==> config.mk <==
export PLATFORM = sky130hd
export DESIGN_NAME = seq_mag_comparator_flat
export DESIGN_NICKNAME = d
export VERILOG_FILES = /design/src/rtl/seq_mag_comparator_if.sv /design/src/rtl/seq_mag_comparator.sv /design/src/flat_wrapper.sv
export SDC_FILE = /design/constraint.sdc
export NUM_CORES = 1
export LEC_CHECK = 0
export ABC_AREA = 1
export BUFFER_PORTS_ARGS = -buffer_cell sky130_fd_sc_hd__buf_4
export CAP_MARGIN = 10
export CORE_MARGIN = 3
export CORE_UTILIZATION = 55
export DETAILED_ROUTE_END_ITERATION = 10
export PLACE_DENSITY = 0.92
export SLEW_MARGIN = 10
export SYNTH_ARGS = -nofsm -noshare
export SYNTH_HDL_FRONTEND = slang
export SYNTH_SLANG_ARGS = --single-unit
==> constraint.sdc <==
create_clock -name clk -period 4.5 [get_ports clk]
set_clock_uncertainty 0.15 [all_clocks]
set_input_delay 0.45 -clock clk [delete_from_list [all_inputs] [get_ports clk]]
set_output_delay 0.45 -clock clk [all_outputs]
set_load 0.02 [all_outputs]
==> src/rtl/seq_mag_comparator_if.sv <==
// Handshake and operand bundle for the sequential magnitude comparator.
// The master issues start, operands and cascade inputs. The slave returns status and the registered result.
interface seq_mag_comparator_if #(
  parameter int WIDTH = 16,
  parameter int DIGIT = 4
);
  localparam int ND = WIDTH / DIGIT;
  localparam int CW = $clog2(ND + 1);

  logic             start;
  logic [WIDTH-1:0] A;
  logic [WIDTH-1:0] B;
  logic             Igt;
  logic             Ilt;
  logic             Ieq;
  logic             signed_mode;
  logic             ready;
  logic             busy;
  logic             done;
  logic             Fgt;
  logic             Flt;
  logic             Feq;
  logic [CW-1:0]    cycles;

  modport master (
    output start, A, B, Igt, Ilt, Ieq, signed_mode,
    input  ready, busy, done, Fgt, Flt, Feq, cycles
  );

  modport slave (
    input  start, A, B, Igt, Ilt, Ieq, signed_mode,
    output ready, busy, done, Fgt, Flt, Feq, cycles
  );
endinterface

==> src/rtl/seq_mag_comparator.sv <==
// Multi-cycle magnitude comparator that examines one DIGIT-bit slice per clock, starting at the MSB slice.
// It stops at the first slice that differs. When every slice is equal, 74HC85-style cascade inputs decide the result.
module seq_mag_comparator #(
  parameter int WIDTH = 16,
  parameter int DIGIT = 4
) (
  input  logic                 clk,
  input  logic                 rst_n,
  seq_mag_comparator_if.slave  bus
);
  localparam int ND = WIDTH / DIGIT;
  localparam int CW = $clog2(ND + 1);
  localparam int IW = (ND > 1) ? $clog2(ND) : 1;
  localparam int NS = 1 << IW;

  typedef enum logic [1:0] {IDLE, CMP, DONE} state_t;

  state_t           state, state_nxt;
  logic [WIDTH-1:0] a_q, b_q;
  logic             igt_q, ilt_q, ieq_q, sm_q;
  logic [IW-1:0]    idx;
  logic [CW-1:0]    cnt;
  logic             fgt_q, flt_q, feq_q;
  logic [CW-1:0]    cycles_q;
  logic [DIGIT-1:0] a_sl [NS];
  logic [DIGIT-1:0] b_sl [NS];
  logic [DIGIT-1:0] sa, sb;
  logic             accept, slice_ne, last_slice;
  logic             ready, busy, done;

  // Resolve an all-equal compare from the cascade inputs, returned as {gt, lt, eq}.
  function automatic logic [2:0] cascade(input logic gt, input logic lt, input logic eq);
    if (eq)             return 3'b001;
    else if (gt && !lt) return 3'b100;
    else if (!gt && lt) return 3'b010;
    else if (!gt && !lt) return 3'b110;
    else                return 3'b000;
  endfunction

  // Split the latched operands into slices. Table entries past ND are padded so that idx can address the table at its full width.
  for (genvar s = 0; s < NS; s++) begin : g_sl
    if (s < ND) begin : g_live
      assign a_sl[s] = a_q[s*DIGIT +: DIGIT];
      assign b_sl[s] = b_q[s*DIGIT +: DIGIT];
    end else begin : g_pad
      assign a_sl[s] = '0;
      assign b_sl[s] = '0;
    end
  end

  // Select the current slice. In signed mode, flip the sign bit of the top slice so that an unsigned compare orders it correctly.
  always_comb begin
    sa = a_sl[idx];
    sb = b_sl[idx];
    if (sm_q && (idx == IW'(ND - 1))) begin
      sa[DIGIT-1] = ~sa[DIGIT-1];
      sb[DIGIT-1] = ~sb[DIGIT-1];
    end
  end

  assign slice_ne   = (sa != sb);
  assign last_slice = (idx == '0);
  assign accept     = (state == IDLE) && bus.start;

  // State register.
  always_ff @(posedge clk or negedge rst_n) begin
    if (!rst_n) state <= IDLE;
    else        state <= state_nxt;
  end

  // Next-state logic: leave CMP on the first differing slice or after the last slice.
  always_comb begin
    state_nxt = state;
    case (state)
      IDLE:    if (bus.start) state_nxt = CMP;
      CMP:     if (slice_ne || last_slice) state_nxt = DONE;
      DONE:    state_nxt = IDLE;
      default: state_nxt = IDLE;
    endcase
  end

  // Status outputs decoded from the state.
  always_comb begin
    ready = 1'b0;
    busy  = 1'b0;
    done  = 1'b0;
    case (state)
      IDLE:    ready = 1'b1;
      CMP:     busy  = 1'b1;
      DONE:    done  = 1'b1;
      default: ready = 1'b0;
    endcase
  end

  // Operand capture at acceptance. This is data only, so it has no reset.
  always_ff @(posedge clk) begin
    if (accept) begin
      a_q   <= bus.A;
      b_q   <= bus.B;
      igt_q <= bus.Igt;
      ilt_q <= bus.Ilt;
      ieq_q <= bus.Ieq;
      sm_q  <= bus.signed_mode;
    end
  end

  // Slice walk and result registers. Results change only when a comparison resolves.
  always_ff @(posedge clk or negedge rst_n) begin
    if (!rst_n) begin
      idx      <= '0;
      cnt      <= '0;
      fgt_q    <= 1'b0;
      flt_q    <= 1'b0;
      feq_q    <= 1'b0;
      cycles_q <= '0;
    end else if (accept) begin
      idx <= IW'(ND - 1);
      cnt <= '0;
    end else if (state == CMP) begin
      if (slice_ne) begin
        fgt_q    <= (sa > sb);
        flt_q    <= (sa < sb);
        feq_q    <= 1'b0;
        cycles_q <= cnt + 1'b1;
      end else if (last_slice) begin
        {fgt_q, flt_q, feq_q} <= cascade(igt_q, ilt_q, ieq_q);
        cycles_q              <= CW'(ND);
      end else begin
        idx <= idx - 1'b1;
        cnt <= cnt + 1'b1;
      end
    end
  end

  assign bus.ready  = ready;
  assign bus.busy   = busy;
  assign bus.done   = done;
  assign bus.Fgt    = fgt_q;
  assign bus.Flt    = flt_q;
  assign bus.Feq    = feq_q;
  assign bus.cycles = cycles_q;
endmodule

==> src/flat_wrapper.sv <==
// flat-port wrapper written by rule: the top's interface ports become plain ports
module seq_mag_comparator_flat 
#(
  parameter int WIDTH = 16,
  parameter int DIGIT = 4
)
  (clk, rst_n, bus_start, bus_A, bus_B, bus_Igt, bus_Ilt, bus_Ieq, bus_signed_mode, bus_ready, bus_busy, bus_done, bus_Fgt, bus_Flt, bus_Feq, bus_cycles);
  seq_mag_comparator_if #(.WIDTH(WIDTH), .DIGIT(DIGIT)) bus_i ();
  input  logic clk;
  input  logic rst_n;
  input wire logic [$bits(bus_i.start)-1:0] bus_start;
  input wire logic [$bits(bus_i.A)-1:0] bus_A;
  input wire logic [$bits(bus_i.B)-1:0] bus_B;
  input wire logic [$bits(bus_i.Igt)-1:0] bus_Igt;
  input wire logic [$bits(bus_i.Ilt)-1:0] bus_Ilt;
  input wire logic [$bits(bus_i.Ieq)-1:0] bus_Ieq;
  input wire logic [$bits(bus_i.signed_mode)-1:0] bus_signed_mode;
  output wire logic [$bits(bus_i.ready)-1:0] bus_ready;
  output wire logic [$bits(bus_i.busy)-1:0] bus_busy;
  output wire logic [$bits(bus_i.done)-1:0] bus_done;
  output wire logic [$bits(bus_i.Fgt)-1:0] bus_Fgt;
  output wire logic [$bits(bus_i.Flt)-1:0] bus_Flt;
  output wire logic [$bits(bus_i.Feq)-1:0] bus_Feq;
  output wire logic [$bits(bus_i.cycles)-1:0] bus_cycles;
  assign bus_i.start = bus_start;
  assign bus_i.A = bus_A;
  assign bus_i.B = bus_B;
  assign bus_i.Igt = bus_Igt;
  assign bus_i.Ilt = bus_Ilt;
  assign bus_i.Ieq = bus_Ieq;
  assign bus_i.signed_mode = bus_signed_mode;
  assign bus_ready = bus_i.ready;
  assign bus_busy = bus_i.busy;
  assign bus_done = bus_i.done;
  assign bus_Fgt = bus_i.Fgt;
  assign bus_Flt = bus_i.Flt;
  assign bus_Feq = bus_i.Feq;
  assign bus_cycles = bus_i.cycles;
  seq_mag_comparator #(.WIDTH(WIDTH), .DIGIT(DIGIT)) u_core (.clk(clk), .rst_n(rst_n), .bus(bus_i));
endmodule
==> out/results.ini <==
[timing]
setup_violations=0
max_freq_ghz=0.403
final_max_slew_viol_count=0
hold_violations=0
finalCritPeriodShare_pct=55.1
period_needed_ns=2.48
fin_ws_ns=2.02
grt_setup_unrepaired=no
fin_setup_tns_ns=0
worstMarginPinSlew_ns=0.610
relSlewSlack_pct=59.3
whs_ns=0.172

[drt]
wire_per_inst_um=14.0
drc=0
drt_iter0_markers=116
dr.pass1.iters=4
via_count=1379
final_antenna_net_count=0
drt_wl_total_um=3730
routed_via_density=5.16

[job]
cap_violations=0

[outcome]
outcome=finished clean

[clock_network]
clkLatencyLatePin_ns=0.30
clk_path_buf_depth=2
cts_buffers=5
htreeDepth=2
cts_tree=yes
clk_pin_slew_ns=0.08
cts.sinks=49
cts-root-buf=clkbuf_8
cts-resized-gates=0

[critical_path]
crit_fanout=19
crit_type=register to register
cp_data_required_time_ns=4.54
setup.worst_path.end_class=register
cp-start-kind=register
rr_worst_depth=12
arrival_ns=2.52

[cells_and_area]
multi_input_area_um2=597
final_cells=267
regArea_um2=1410
syn_to_final_growth_pct=23.4
drive_above_1_share_pct=30.8
diodes=0
fillCellCount=233
layout.nets=266

[grt]
antenna_found_initial=0
grt_max_degree=37
grt_pass1_wl_um=6260
gr-total-overflow=0
grt_pass1_vias=1384
grt_use_total_pct=19.3

[logic_synthesis]
yosysWarnings=0
synth_largest_area_cell=edfxtp_1
synth_edf_count=36
ys_seq_area_share_pct=67.6
synthFlopType=edfxtp_1
syn_inst=168
synth_seq_cells=49
syn_avg_cell_area_um2=12.4
syn_area_um2=2080
netlist_top_cells_count=nand2_1, edfxtp_1, dfrtp_1, nor2_1, o21ai_0
yosysMostFrequentCell=nand2_1
syn_nets=214
synth.distinct_cells=28
synth_top_area_share_pct=52.0
synth_area_leaders=edfxtp_1, dfrtp_1, nand2_1
async_flop_share_pct=26.5

[floorplan]
start_util_pct=59.5
dieArea_um2=4560
row_count=21
die_h_um=67.5
chipWidth_um=67.5
core_um2=3490
io_pins=48

[power]
p_leak_nw=1.12
p_per_area_nw_per_um2=600
total_power_w=0.00154
peakVddDrop_v=0.000291

[placed_design]
dpl_worst_slack_ns=2.05
dp_hpwl_um=2790
dp_cells=258
globalplace.congestion=0.770
numPortBuffers=47

[min_path]
holdPathStages=1
min_path_type=input port to register

metal layers:
layer | track usage (%) | vias up | routed length [um]
li1 | - | 685 | -
met1 | 24.2 | 647 | 1460
met2 | 31.2 | 36 | 2000
met3 | 4.99 | 11 | 178
met4 | 9.11 | 0 | 94
met5 | 0 | - | 0
where the power goes:
group	leakage [nW]	switching (W)	internal [W]	total (W)
Clock	0.0374	0.000137	0.000109	0.000246
Sequential	0.500	0.0000646	0.000616	0.000681
Combinational	0.579	0.000378	0.000236	0.000614
area by class of cell:
type	instances	area share (%)
clock inverter	2	0.585
timing repair buffer	49	14.4
inverter	12	1.90
sequential	49	54.8
multi-input combinational	103	23.2
clock buffer	6	2.83
tap	46	2.24
worst max-delay path, cell delays in order (launching register included):
cell and delay (ns):
dfrtp_1 0.74, inv_4 0.20, nand2_1 0.10, nand3_1 0.07, nand2_1 0.10, xnor2_1 0.07, ha_1 0.32, nand2_2 0.10
nor2_8 0.16, nand3_4 0.12, clkinv_2 0.10, nand2_2 0.04, o21a_1 0.09
flip-flops by register name, indices dropped and copies added, names as in the netlist:
| signal | cells |
|---|---|
| u_core.bus.Feq | 1 |
| u_core.idx | 2 |
| u_core.state | 2 |
| u_core.b_q | 16 |
| u_core.bus.Fgt | 1 |
| u_core.ilt_q | 1 |
| u_core.ieq_q | 1 |
| u_core.cnt | 3 |
| u_core.bus.cycles | 3 |
| u_core.sm_q | 1 |
| u_core.igt_q | 1 |
| u_core.a_q | 16 |
| u_core.bus.Flt | 1 |
repair_timing:
action,4_1_cts,5_1_grt
hold buffers,1,0
hold endpoints to repair,13,0
buffers inserted,0,0
placed cells by master, fill, tap and decap left out, types with 2 or more instances in the layout:
| cell | n |
|---|---|
| a21oi_1 | 6 |
| a32o_1 | 3 |
| buf_4 | 48 |
| clkbuf_8 | 5 |
| clkinvlp_4 | 2 |
| dfrtp_1 | 13 |
| edfxtp_1 | 36 |
| ha_1 | 7 |
| inv_1 | 8 |
| inv_2 | 2 |
| nand2_1 | 38 |
| nand2_2 | 2 |
| nand2_4 | 3 |
| nand3_1 | 7 |
| nor2_1 | 13 |
| o21ai_0 | 11 |
| o22ai_1 | 3 |
| xor2_1 | 2 |
through the flow:
stage | cell area [um2] | utilization [%]
after detailed placement | 2470 | 70.7
after CTS | 2570 | 73.5
after global placement | 2470 | 70.7
after floorplan | 2080 | -
final | 2570 | 73.5
after global routing | 2570 | 73.5
kinds of logic after synthesis:
kind of cell	count (synthesis)	share of synthesized area, %
buffers and inverters	16	3.73
XOR/XNOR	3	1.26
AND/OR/NAND/NOR	67	15.5
adder cells (fa/ha/maj)	7	4.21
flip-flops	49	67.6
AO/OA/AOI/OAI	25	7.22
multiplexers	1	0.481
worst paths after layout:
kind                                            start                          end  slack, ns
setup / recovery            u_core.idx[0]$_DFFE_PN0P_    u_core.idx[1]$_DFFE_PN0P_       2.02
hold reg to reg            u_core.bus.Feq$_DFFE_PN0P_   u_core.bus.Feq$_DFFE_PN0P_       0.35
min in group asynchronous                       rst_n  u_core.state[0]$_DFFE_PN0P_       0.38
hold / removal                               bus_A[2]      u_core.a_q[2]$_DFFE_PP_       0.17
setup reg to reg            u_core.idx[0]$_DFFE_PN0P_    u_core.idx[1]$_DFFE_PN0P_       2.02
max in group asynchronous                       rst_n    u_core.idx[1]$_DFFE_PN0P_       3.65
Note: power is estimated with default switching activity, not from simulation.
